===== src/rtl/pid_pwm_out.sv =====
// Purpose: saturate a signed Q-format PID output, scale it to a PWM duty count and drive a fixed-period PWM pin plus a direction pin.
// Latency: pid_valid at cycle N -> pending duty at N+2 -> active at the next period wrap (next edge while disabled).
// Backpressure: none; a sample is accepted every cycle and the newest one overwrites the pending duty.
//
// Ports:
//   clk, rstb      clock, asynchronous active-low reset
//   enable         runs the period counter; low holds the counter at 0 and pwm low
//   pid_out        signed controller output, 2^Q_BITS = 100 % duty
//   pid_valid      single-cycle strobe qualifying pid_out
//   pwm, dir       registered PWM pin and direction (1 = negative command)
//   duty           duty count currently in force
//   sat_flag       last captured sample was clamped to full scale
//   period_start   one-cycle pulse in the first cycle of each period
//   update_ack     one-cycle pulse after the pending duty loads into the active register
module pid_pwm_out #(
    parameter int D_WIDTH   = 16,
    parameter int Q_BITS    = 13,
    parameter int CNT_WIDTH = 10,
    parameter int PERIOD    = 1000,
    parameter int MIN_PULSE = 2
) (
    input  logic                 clk,
    input  logic                 rstb,
    input  logic                 enable,
    input  logic [D_WIDTH-1:0]   pid_out,
    input  logic                 pid_valid,
    output logic                 pwm,
    output logic                 dir,
    output logic [CNT_WIDTH-1:0] duty,
    output logic                 sat_flag,
    output logic                 period_start,
    output logic                 update_ack
);

    localparam int MAG_W  = Q_BITS + 1;
    localparam int PROD_W = Q_BITS + 1 + CNT_WIDTH;
    localparam logic [MAG_W-1:0] FULL_SCALE = {1'b1, {Q_BITS{1'b0}}};

    // ---------------- stage 1: magnitude, sign, clamp ----------------
    logic [D_WIDTH-1:0] abs_val;
    logic               over;
    logic [MAG_W-1:0]   mag_c;

    // The most-negative input negates to itself; read as unsigned it still
    // has a bit at or above Q_BITS set, so it clamps like any other overflow.
    assign abs_val = pid_out[D_WIDTH-1] ? (~pid_out + D_WIDTH'(1)) : pid_out;
    assign over    = |abs_val[D_WIDTH-1:Q_BITS];
    assign mag_c   = over ? FULL_SCALE : {1'b0, abs_val[Q_BITS-1:0]};

    logic             s1_vld;
    logic [MAG_W-1:0] s1_mag;
    logic             s1_sgn;

    always_ff @(posedge clk or negedge rstb) begin
        if (!rstb) begin
            s1_vld   <= 1'b0;
            s1_mag   <= '0;
            s1_sgn   <= 1'b0;
            sat_flag <= 1'b0;
        end else begin
            s1_vld <= pid_valid;
            if (pid_valid) begin
                s1_mag   <= mag_c;
                s1_sgn   <= pid_out[D_WIDTH-1];
                sat_flag <= over;
            end
        end
    end

    // ---------------- stage 2: scale to duty count ----------------
    logic [PROD_W-1:0]    prod;
    logic [PROD_W-1:0]    scaled;
    logic [CNT_WIDTH-1:0] d_c;

    assign prod   = PROD_W'(s1_mag) * PROD_W'(PERIOD);
    assign scaled = prod >> Q_BITS;
    // Slivers shorter than MIN_PULSE are dropped rather than emitted.
    assign d_c    = ((scaled != '0) && (scaled < PROD_W'(MIN_PULSE))) ? '0
                                                                      : scaled[CNT_WIDTH-1:0];

    // ---------------- period counter ----------------
    logic [CNT_WIDTH-1:0] cnt;
    logic [CNT_WIDTH-1:0] cnt_nxt;
    logic                 wrap;

    assign wrap = enable && (cnt == CNT_WIDTH'(PERIOD - 1));

    always_comb begin
        cnt_nxt = '0;
        if (enable && !wrap) begin
            cnt_nxt = cnt + CNT_WIDTH'(1);
        end
    end

    // ---------------- pending / active double buffer ----------------
    logic [CNT_WIDTH-1:0] pending;
    logic                 pending_dir;
    logic                 pending_vld;
    logic                 load;

    // While disabled there is no period to protect, so loads happen at once.
    assign load = pending_vld && (wrap || !enable);

    always_ff @(posedge clk or negedge rstb) begin
        if (!rstb) begin
            cnt          <= '0;
            pending      <= '0;
            pending_dir  <= 1'b0;
            pending_vld  <= 1'b0;
            duty         <= '0;
            dir          <= 1'b0;
            pwm          <= 1'b0;
            period_start <= 1'b0;
            update_ack   <= 1'b0;
        end else begin
            cnt <= cnt_nxt;

            // A stage-2 write coinciding with a load: the load takes the old
            // pending contents and the new value stays pending (set beats clear).
            if (s1_vld) begin
                pending     <= d_c;
                pending_dir <= s1_sgn;
                pending_vld <= 1'b1;
            end else if (load) begin
                pending_vld <= 1'b0;
            end

            if (load) begin
                duty <= pending;
                dir  <= pending_dir;
            end

            update_ack   <= load;
            pwm          <= enable && (cnt < duty);
            period_start <= enable && (cnt_nxt == '0);
        end
    end

endmodule

===== config.mk =====
export PLATFORM = sky130hd
export DESIGN_NAME = pid_pwm_out
export DESIGN_NICKNAME = d
export VERILOG_FILES = /design/src/rtl/pid_pwm_out.sv
export SDC_FILE = /design/constraint.sdc
export NUM_CORES = 1
export LEC_CHECK = 0
export CAP_MARGIN = 30
export CORE_MARGIN = 10
export CORE_UTILIZATION = 30
export CTS_BUF_LIST = sky130_fd_sc_hd__clkbuf_4
export DETAILED_ROUTE_END_ITERATION = 8
export MAX_ROUTING_LAYER = met4
export REMOVE_ABC_BUFFERS = 1
export SYNTH_ARGS = -nofsm -noshare
export SYNTH_HDL_FRONTEND = slang
export SYNTH_SLANG_ARGS = --single-unit
export TNS_END_PERCENT = 100

===== constraint.sdc =====
create_clock -name clk -period 6 [get_ports clk]
set_input_delay 1.8 -clock clk [delete_from_list [all_inputs] [get_ports clk]]
set_output_delay 1.8 -clock clk [all_outputs]
set_load 0.02 [all_outputs]

Word-level counts from Yosys, hierarchy flattened

Index checks and enable logic that the tools add are counted.

$add $sub $neg: 2
Multipliers: 1
$lt $le $gt $ge: 2
Eq/ne operators: 1
Mux-type cells: 6
Bitwise logic cells: 1
Reduce and logical (&&, ||, !) cells: 13

Operator list:

| cell                  | number |
|---|---|
| $reduce_bool 24->1    | 1 |
| $mul 14x7->21 const B | 1 |
| $mux 10               | 2 |
| $add 16x1->16 const B | 1 |
| $mux 16               | 1 |
| $not 16->16           | 1 |
| $mux 14               | 1 |
| $lt 11x2->1 const B   | 1 |
| $add 10x1->10 const B | 1 |
| $eq 10x10->1 const B  | 1 |
| $logic_not 10->1      | 1 |
| $lt 10x10->1          | 1 |
| $logic_and 1x1->1     | 6 |
| $reduce_or 3->1       | 1 |
| $logic_not 1->1       | 2 |
| $mux 1                | 2 |
| $reduce_bool 2->1     | 1 |
| $logic_or 1x1->1      | 1 |

Bits in registers: 53
Input port bits: 20
Output and inout bits: 15
Word-level logic and storage cells: 39

Depth between registers and ports, before layout

Word-level depth: 7
Mapped depth: 16
Gate-level depth less buffers: 16

Worst setup path after synthesis

OpenSTA, ideal clock, no wires.

Kind: register -> register
From: reg s1_mag[9]
To: reg pending[0]
Setup time: 0.135 ns
Data arrival time: 4.190 ns
Required time: 5.865 ns
Slack: 1.676 ns
Stages on the path, launching flop included: 17
Path buffers: 0
Period minus slack after synthesis: 4.324 ns
Cells stage by stage: dfrtp_1 inv_1 fa_1 fa_1 inv_1 fa_1 inv_1 fa_1 inv_1 ha_1 a21oi_1 o21ai_0 o31ai_1 o31ai_2 mux2i_1 nor4b_1 a31oi_1

Cells in the longest elaborated chain, start to end: 4
Elaborated cells between the ends (all ways): 5
Those cells by class: 1 x mul; 1 x order compare; 1 x mux; 2 x reduce/logical

RTL lines:

| what                                                     | RTL line | text |
|---|---|---|
| from (decl)                                              | 51       | `logic [MAG_W-1:0] s1_mag;` |
| from (signal assigned)                                   | 63       | `s1_mag <= mag_c;` |
| $mul 14x7->21 *                                          | 75       | `assign prod = PROD_W'(s1_mag) * PROD_W'(PERIOD);` |
| $lt 11x2->1 / $reduce_bool 24->1 (equally long branches) | 78       | `assign d_c = ((scaled != '0) && (scaled < PROD_W'(MIN_PULSE))) ? '0` |
| $logic_and 1x1->1                                        | 78       |  |
| $mux 10 *                                                | 78       |  |
| to (signal assigned)                                     | 107      | `pending <= '0;` |
| to (signal assigned)                                     | 121      | `pending <= d_c;` |
| to (decl)                                                | 96       | `logic [CNT_WIDTH-1:0] pending;` |

Every way passes the cells marked *; elsewhere a longest branch is shown, timed or not.
A chain may end at the register's enable or synchronous reset.

Worst setup path in the final report

From: reg s1_mag[5]
To: reg pending[0]

The elaborated chain is that of the path after synthesis.

==> results.py <==
metrics = {
    "yosys": {
        "synth_top_cell_area_share": 0.270,
        "synth_ff_type": "dfrtp_1",
        "yosys.area.top_type": "dfrtp_1",
        "yosysSeqAreaShare": 0.270,
        "synth_area_sq_mm": 0.00482,
        "ys_async_sr_fraction": 1.00,
        "synth.distinct_cells": 59,
        "yosys_warnings": 0,
        "ys_top_cells_by_area": "dfrtp_1 27%, fa_1 19%, ha_1 15%",
        "synthCells": 483,
        "ys_seq_elements": 52,
        "avgSynthCellArea_sq_um": 9.97,
        "synth_edf_count": 0,
    },
    "route": {
        "wl_per_cell_microns": 13.5,
        "ant_nets": 0,
        "drt_wl_total_microns": 9890,
        "drtIter0Drc": 166,
        "dr.pass1.iters": 4,
        "via_per_inst": 4.67,
        "drc": 0,
        "vias": 3430,
    },
    "pwr": {
        "swShare": 0.441,
        "internal_power_w": 0.000861,
        "leakage_nw": 2.47,
        "p_seq_frac": 0.311,
        "switchingPower_w": 0.000678,
        "p_comb_frac": 0.574,
        "vdd_drop_max_mv": 0.119,
        "power_density_mw_per_mm2": 282,
        "p_clk_frac": 0.115,
    },
    "timing": {
        "slew_violations": 0,
        "finalSetupTns_ns": 0,
        "fin_crit_ns": 4.74,
        "skew_ns": 0.0168,
        "slew_headroom": 0.350,
        "max_freq_ghz": 0.211,
        "worst_pin_slew_ns": 0.972,
        "finalSetupViolCount": 0,
        "finalCritPeriodShare": 0.789,
        "rsz0062_at_grt": "false",
        "hold_violations": 0,
    },
    "die": {
        "rows": 46,
        "core_sq_mm": 0.0158,
        "die-area_sq_mm": 0.0215,
        "initial_utilization": 0.304,
        "ios": 35,
        "die-height_microns": 147,
        "die_w_microns": 147,
    },
    "grt": {
        "grt_antenna_before_repair": 1,
        "grt_use_total": 0.0983,
        "grt.overflow.total": 0,
        "grt_pass1_wl_microns": 17700,
        "grt_max_degree": 53,
        "grt_pass1_vias": 3747,
    },
    "run_status": {
        "status": "complete, no violations",
    },
    "clock_tree": {
        "hold_buffers": 0,
        "cts_buffers": 5,
        "cts_sinks": 52,
        "clk_path_buf_depth": 2,
        "cts-root-buf": "clkbuf_4",
        "cts_tree": "yes",
        "h-tree-depth": 2,
        "path_clk_slew_ns": 0.18,
        "clock_latency_ns": 0.40,
        "cts.repair.resized": 0,
        "post_cts_buffers": 0,
    },
    "final_layout": {
        "area_delta_synth_final_pct": 13.4,
        "layout_common_cells": "87 x inv_1, 58 x ha_1, 52 x dfrtp_1",
        "drive_gt1_frac": 0.0619,
        "final_core_util": 0.345,
        "final_common_cell": "inv_1",
        "fillCellCount": 1583,
        "nets": 639,
        "final_cells": 734,
    },
    "critical_path": {
        "cp_data_required_time_ns": 6.28,
        "start_kind": "flip-flop",
        "critPathCaptureType": "flip-flop",
        "cp.arrival_ns": 5.01,
        "crit_type": "flip-flop to flip-flop",
        "crit_fanout": 6,
    },
    "placed_design": {
        "gp_congestion": 0.868,
        "post-place-cells": 725,
        "hpwl_microns": 8100,
        "numPortBuffers": 34,
    },
    "job": {
        "maxCapViolCount": 0,
    },
    "worst_hold_path": {
        "hp-class": "flip-flop to flip-flop",
    },
}
## cell usage after synthesis, types with 2 or more instances
library cell and instances:
dfrtp_1 52, a21o_1 5, nand2_1 40, xor2_1 13, fa_1 45, o41ai_1 3
nor3_1 4, nor2_1 20, and3_1 2, nand4_1 3, nand3_1 7, o21ai_0 23
inv_1 87, ha_1 58, mux2_2 10, clkbuf_1 8, a21oi_1 12, mux2i_1 3
a211oi_1 4, o31ai_1 6, a41oi_1 2, xnor2_1 16, nand3b_1 3, o22ai_1 14
or3_1 2, nand2b_1 4, and2_1 3, o21a_1 3
## worst paths after layout
path	start	endpoint	slack [ns]	cells past startpoint
max	s1_mag[5]$_DFFE_PN0P_	pending[0]$_DFFE_PN0P_	1.26	14
min	pending[4]$_DFFE_PN0P_	duty[4]$_DFFE_PN0P_	0.50	2
max reg2reg	s1_mag[5]$_DFFE_PN0P_	pending[0]$_DFFE_PN0P_	1.26	14
min reg2reg	pending[4]$_DFFE_PN0P_	duty[4]$_DFFE_PN0P_	0.50	2
max in group asynchronous	rstb	sat_flag$_DFFE_PN0P_	4.05	2
min in group asynchronous	rstb	period_start$_DFF_PN0_	1.48	2
## worst max-delay path, stage by stage, from the launching register on
cell     delay (ns)
dfrtp_1        0.43
inv_1          0.23
fa_1           0.49
fa_1           0.54
fa_1           0.44
fa_1           0.51
inv_1          0.04
ha_1           0.34
a21oi_1        0.20
nand2_1        0.11
o22ai_1        0.45
o31ai_1        0.21
xor2_1         0.19
nor4b_1        0.31
a31oi_1        0.12
## state kept, by name, indices dropped and copies added (netlist names)
signal / flops
s1_sgn: 1
period_start: 1
duty: 10
s1_vld: 1
pwm: 1
dir: 1
sat_flag: 1
pending_dir: 1
pending: 10
update_ack: 1
pending_vld: 1
s1_mag: 13
cnt: 10
## power by group through the flow
stage	Sequential [W]	Combinational (W)	Clock (W)
6_report	0.000479	0.000884	0.000177
5_1_grt	0.000492	0.00102	0.000198
4_1_cts	0.000481	0.000894	0.000187
3_5_place_dp	0.000488	0.000880	0
3_3_place_gp	0.000487	0.000863	0
2_1_floorplan	0.000512	0.000602	0
## stage by stage
stage	setup WS [ns]	area, sq um	power [W]	hold WS [ns]
2_1_floorplan	1.68	4780	0.00111	0.446
3_3_place_gp	1.42	5390	0.00135	0.462
3_5_place_dp	1.36	5390	0.00137	0.472
4_1_cts	1.30	5460	0.00156	0.508
5_1_grt	0.999	5460	0.00171	0.543
6_report	1.26	5460	0.00154	0.497
## routing by layer
metal | wire length (microns) | GRT usage | up-vias
met4 | 114 | 0.0260 | 0
li1 | - | - | 1679
met5 | 0 | - | -
met3 | 184 | 0.0123 | 7
met1 | 4650 | 0.121 | 1694
met2 | 4940 | 0.167 | 50
## area by class of cell
| cell class | instances | area (sq um) | area share |
|---|---|---|---|
| antenna | 1 | 2.50 | 0.000458 |
| clock buffer | 5 | 37.5 | 0.00687 |
| clock inverter | 3 | 27.5 | 0.00504 |
| inverter | 89 | 334 | 0.0612 |
| multi-input combinational | 333 | 3150 | 0.576 |
| sequential | 52 | 1300 | 0.238 |
| tap | 216 | 270 | 0.0495 |
| timing repair buffer | 35 | 343 | 0.0628 |
## cells by family after synthesis
family | share of synthesized area
buffers and inverters | 0.0766
AND/OR/NAND/NOR | 0.107
AO/OA/AOI/OAI | 0.123
multiplexers | 0.0327
XOR/XNOR | 0.0527
flip-flops | 0.270
adder cells (fa/ha/maj) | 0.338
(Power assumes the default switching activity.)
